`config.mk`:
```
export PLATFORM = sky130hd
export DESIGN_NAME = fb_write_sched
export DESIGN_NICKNAME = d
export VERILOG_FILES = /design/src/rtl/fb_pkg.sv /design/src/rtl/rr_arb2.sv /design/src/rtl/fb_write_sched.sv
export SDC_FILE = /design/constraint.sdc
export NUM_CORES = 1
export LEC_CHECK = 0
export BUFFER_PORTS_ARGS = -buffer_cell sky130_fd_sc_hd__buf_2
export CORE_ASPECT_RATIO = 0.7
export CORE_UTILIZATION = 45
export CTS_CLUSTER_DIAMETER = 150
export DETAILED_ROUTE_END_ITERATION = 16
export GPL_ROUTABILITY_DRIVEN = 0
export PLACE_DENSITY = 0.83
export SETUP_SLACK_MARGIN = 0.4
export SLEW_MARGIN = 40
export SYNTH_ARGS = -nofsm -noshare
export SYNTH_HDL_FRONTEND = slang
export SYNTH_SLANG_ARGS = --single-unit
```
`constraint.sdc`:
```
create_clock -name i_clk -period 1.5 [get_ports i_clk]
set_input_delay 0 -clock i_clk [delete_from_list [all_inputs] [get_ports i_clk]]
set_output_delay 0 -clock i_clk [all_outputs]
set_load 0.02 [all_outputs]
```
`src/rtl/fb_pkg.sv`:
```
// Shared frame-buffer constants for the scan-out, Sobel engine and write scheduler.
package fb_pkg;

    localparam int unsigned ADDR_W   = 13;
    localparam int unsigned DATA_W   = 4;
    localparam int unsigned FB_W     = 80;
    localparam int unsigned FB_H     = 60;
    localparam int unsigned FB_DEPTH = FB_W * FB_H;

    localparam logic [0:0] ARB     = 1'b0;
    localparam logic [0:0] CLR_RUN = 1'b1;

    localparam logic [DATA_W-1:0] CLEAR_COLOR = '0;

endpackage

```
`src/rtl/rr_arb2.sv`:
```
// Two-requester round-robin arbiter; the pointer remembers who was served last.
module rr_arb2 (
    input  logic i_clk,
    input  logic i_rst,
    input  logic i_valid0,
    input  logic i_valid1,
    input  logic i_enable,
    output logic o_gnt0,
    output logic o_gnt1
);

    // 1 means requester 1 was served most recently, so requester 0 wins the next tie.
    logic r_last;

    always_comb begin
        o_gnt0 = 1'b0;
        o_gnt1 = 1'b0;
        if (i_enable) begin
            if (i_valid0 && i_valid1) begin
                o_gnt0 = r_last;
                o_gnt1 = ~r_last;
            end else begin
                o_gnt0 = i_valid0;
                o_gnt1 = i_valid1;
            end
        end
    end

    always_ff @(posedge i_clk) begin
        if (i_rst) begin
            r_last <= 1'b1;
        end else if (o_gnt0) begin
            r_last <= 1'b0;
        end else if (o_gnt1) begin
            r_last <= 1'b1;
        end
    end

endmodule

```
`src/rtl/fb_write_sched.sv`:
```
// Frame-buffer write-port scheduler: round-robin between host and Sobel stream,
// plus a full-frame clear that is held off until the next vsync falling edge.
module fb_write_sched
    import fb_pkg::*;
#(
    parameter int unsigned       ADDR_W      = fb_pkg::ADDR_W,
    parameter int unsigned       DATA_W      = fb_pkg::DATA_W,
    parameter int unsigned       DEPTH       = fb_pkg::FB_DEPTH,
    parameter logic [DATA_W-1:0] CLEAR_COLOR = fb_pkg::CLEAR_COLOR
) (
    input  logic              i_clk,
    input  logic              i_rst,
    input  logic              i_vsync,
    input  logic              i_clear_req,
    input  logic              i_req0_valid,
    input  logic [ADDR_W-1:0] i_req0_addr,
    input  logic [DATA_W-1:0] i_req0_data,
    input  logic              i_req1_valid,
    input  logic [ADDR_W-1:0] i_req1_addr,
    input  logic [DATA_W-1:0] i_req1_data,
    output logic              o_req0_ready,
    output logic              o_req1_ready,
    output logic              o_wr_en,
    output logic [ADDR_W-1:0] o_wr_addr,
    output logic [DATA_W-1:0] o_wr_data,
    output logic              o_clear_busy,
    output logic              o_clear_done
);

    localparam logic [ADDR_W-1:0] LAST_ADDR = ADDR_W'(DEPTH - 1);

    logic [0:0]        r_state;
    logic              r_pending;
    logic              r_vsync_q;
    logic [ADDR_W-1:0] r_clr_cnt;
    logic              r_wr_en;
    logic [ADDR_W-1:0] r_wr_addr;
    logic [DATA_W-1:0] r_wr_data;
    logic              r_clear_done;

    logic w_edge;
    logic w_clr_start;
    logic w_arb_en;
    logic w_gnt0;
    logic w_gnt1;

    // vsync is active low: the frame boundary is its falling edge.
    assign w_edge      = r_vsync_q & ~i_vsync;
    assign w_clr_start = (r_state == ARB) & (r_pending | i_clear_req) & w_edge;
    assign w_arb_en    = (r_state == ARB) & ~w_clr_start;

    rr_arb2 u_arb (
        .i_clk    (i_clk),
        .i_rst    (i_rst),
        .i_valid0 (i_req0_valid),
        .i_valid1 (i_req1_valid),
        .i_enable (w_arb_en),
        .o_gnt0   (w_gnt0),
        .o_gnt1   (w_gnt1)
    );

    always_ff @(posedge i_clk) begin
        if (i_rst) begin
            r_state      <= ARB;
            r_pending    <= 1'b0;
            r_vsync_q    <= 1'b1;
            r_clr_cnt    <= '0;
            r_wr_en      <= 1'b0;
            r_wr_addr    <= '0;
            r_wr_data    <= '0;
            r_clear_done <= 1'b0;
        end else begin
            r_vsync_q    <= i_vsync;
            r_wr_en      <= 1'b0;
            r_clear_done <= 1'b0;
            if (r_state == ARB) begin
                if (i_clear_req) begin
                    r_pending <= 1'b1;
                end
                if (w_clr_start) begin
                    r_state   <= CLR_RUN;
                    r_clr_cnt <= '0;
                end else if (w_gnt0) begin
                    r_wr_en   <= 1'b1;
                    r_wr_addr <= i_req0_addr;
                    r_wr_data <= i_req0_data;
                end else if (w_gnt1) begin
                    r_wr_en   <= 1'b1;
                    r_wr_addr <= i_req1_addr;
                    r_wr_data <= i_req1_data;
                end
            end else begin
                // Clear requests arriving mid-sweep are dropped on purpose.
                r_wr_en   <= 1'b1;
                r_wr_addr <= r_clr_cnt;
                r_wr_data <= CLEAR_COLOR;
                r_clr_cnt <= r_clr_cnt + ADDR_W'(1);
                if (r_clr_cnt == LAST_ADDR) begin
                    r_state      <= ARB;
                    r_pending    <= 1'b0;
                    r_clear_done <= 1'b1;
                end
            end
        end
    end

    assign o_req0_ready = w_gnt0;
    assign o_req1_ready = w_gnt1;
    assign o_wr_en      = r_wr_en;
    assign o_wr_addr    = r_wr_addr;
    assign o_wr_data    = r_wr_data;
    assign o_clear_busy = r_pending | (r_state == CLR_RUN);
    assign o_clear_done = r_clear_done;

endmodule

```
==> run metrics <==
Mapped Cells=217; pre-CTS setup slack=0.0506 ns; Post-synth EDFFs=0; Worst Hold Class=in2reg; nets=354; Reg2Reg Capture Point=o_wr_addr[2]; Least-Margin Pin Slew=0.545 ns; I/O pins=62; Hold Startpoint=i_req1_addr[7]; fin crit share=0.960; max_cap viols=0; count of cell types in the netlist=45; Tot GR Track Use=0.305; Post-synth top flop=dfxtp_1; Setup-failing EPs final=0; total gr overflow=0; Clock Sink Count=36; Clock Tree Root=clkbuf_8; top-area cell type share of the netlist area=0.379; crit end category=register; Final Slew Violations=0; PwrDens=841 nW/um^2; drt first pass iters=5; maximum vdd drop=0.000745 V; vias in the first global route=2,020; P_leak=1.33 nW; register bit count reported by yosys=36; R2R Setup Slk=0.06 ns; Vias=2,233; largest net degree at the start of global routing=25; CP Data Required Time=1.72 ns; Top cell by count, worst path=buf_6; dominant cells by area after synthesis=dfxtp_1 38%, mux2i_1 6.3%, a211oi_1 5.1%, nor2_1 4.3%, a21oi_1 4.0%; critical path fanouts, max=4; Post-Syn Area=1900 um^2; WP data arrival=1.65 ns; starting density of the core=0.478; Longest Clk Path Bufs=2; drt drc=0; Area after DPL=2470 um^2; drt via density=6.10; Hold EP=o_wr_addr[7]; WS Path Type=reg2reg; initial drt markers=368; critical path's slowest cell=dfxtp_4; worst r2r src=r_pending; WHS=0.00248 ns; crit path launch type=register; max frequency=695 MHz; share of post-route cells with drive strength above 1=0.561; yosys warns=0; die width=79.7 um; post-layout min period=1.44 ns; hold depth=3; slack of the critical path=0.0607 ns; FF-to-FF path depth=6; FP Rows=19; worst-path cell chain=or2_4 > a21oi_4 > buf_6 > buf_6 > o21ai_1 > o22ai_1; Clk pin slew, worst setup/hold paths=0.07 ns; most frequent cells in the layout=58 x buf_2, 23 x dfxtp_1, 20 x nor2_1; TritonCTS Buffers=5; max_slew headroom=0.637; outcome=finished clean; Seq/Total Area, Yosys=0.379; post-DR wirelength/cell=19.0 um; Async S/R FF share, synth=0; Port Buffer Count=61; TritonCTS clock tree=done; Final Cell Area=3060 um^2; Final Hold Fails=0; ANT nets after route=0; synthesis-to-layout area growth=61.1%; later-pin clock latency in the skew report=0.29 ns; H-tree Lvls=2; Final Skew=0.00557 ns; routed wire length=6960 um; Die Ht=56.4 um; Syn Nets=258; antenna violations before repair=0; post-DP HPWL=4000 um; RSZ-0062 raised after global routing=yes; Syn Area/Cell=8.75 um^2; number of antenna diodes=0; Crit path largest cell delay=0.36 ns; most common cell after layout, fill and taps aside=buf_2; dominant cell type by area after synthesis=dfxtp_1; # fillers=251; die area=4490 um^2; first-pass GRT wire length=10,300 um; core area=3970 um^2
## routing by layer
metal / GRT usage / share of wire / routed length (um)
met1: 0.414 / 0.42 / 2950
met2: 0.488 / 0.47 / 3240
met3: 0.0667 / 0.084 / 584
met4: 0.0805 / 0.027 / 188
met5: 0 / 0 / 0
## registers in the layout, summed over array words and instances (netlist names)
name / count
r_clr_cnt: 13
u_arb.r_last: 1
o_wr_data: 4
r_vsync_q: 1
o_clear_done: 1
r_pending: 1
o_wr_addr: 13
o_wr_en: 1
r_state: 1
## worst max-delay path by stage
stage,slack (ns),start,depth (start not counted),to
after floorplan,0.12,r_clr_cnt[7],4,r_clr_cnt[11]
after global placement,0.08,r_clr_cnt[3],4,r_clr_cnt[11]
after detailed placement,0.05,r_clr_cnt[3],4,r_clr_cnt[11]
after CTS,0.1,r_pending,4,o_req1_ready
after global routing,-0.004,r_state,4,r_clr_cnt[11]
final,0.06,r_pending,6,o_wr_addr[2]
## cells in the mapped netlist, types with 5 or more instances
library cell	instances
o22ai_1	5
nor2_1	22
o21ai_0	12
mux2i_1	12
nor3_1	10
and3_1	11
a21oi_1	15
nand2_1	13
a211oi_1	13
dfxtp_1	36
nand4_1	5
clkbuf_1	5
## stage by stage
step | std cells | total power [W] | utilization | setup TNS, ns
final | 366 | 0.00258 | 0.771 | 0
after global routing | 366 | 0.00267 | 0.771 | -0.00420
after CTS | 358 | 0.00249 | 0.725 | 0
after detailed placement | 330 | 0.00169 | 0.622 | 0
after global placement | 330 | 0.00168 | 0.622 | 0
after floorplan | 217 | 0.00149 | - | 0
## cell families (layout without fill, tap and decap cells)
kind of cell / after synthesis / count (layout) / synth area share
muxes: 14 / 14 / 0.0751
and+or+nand+nor: 86 / 86 / 0.247
adders and majority gates: 1 / 1 / 0.00659
DFF: 36 / 36 / 0.379
AOI/OAI and AO/OA: 63 / 63 / 0.248
buffers and inverters: 17 / 114 / 0.0435
## report_power, final
group	leakage (nW)	switching (W)	internal (W)	total, W
Sequential	0.302	0.0000543	0.00101	0.00107
Clock	0.0455	0.000347	0.000375	0.000722
Combinational	0.981	0.000417	0.000369	0.000785
## critical path: cells and delay by family, from the launching register on
family / cells / cell delay (ns)
AOI/OAI and AO/OA: 3 / 0.45
DFF: 1 / 0.36
and+or+nand+nor: 1 / 0.28
buffers and inverters: 2 / 0.27
## layout make-up
type                    count  area, um^2  share of cell area
clock buffers               8        90.1              0.0294
inverters                   4        20.0             0.00654
multi-input cells         164        1360               0.444
flip-flops and latches     36         754               0.247
well taps                  52        65.1              0.0213
repair buffers            102         771               0.252
## what timing repair did
| action | CTS | global route |
|---|---|---|
| setup buffers | 17 | 7 |
| endpoints found under the hold margin | 2 | 1 |
| pin swaps | 18 | 11 |
| hold buffers | 2 | 1 |
| gates cloned | 1 | 0 |
| endpoints found under the setup margin | 37 | 38 |
| gates resized for setup | 36 | 27 |
(Power assumes the default switching activity.)
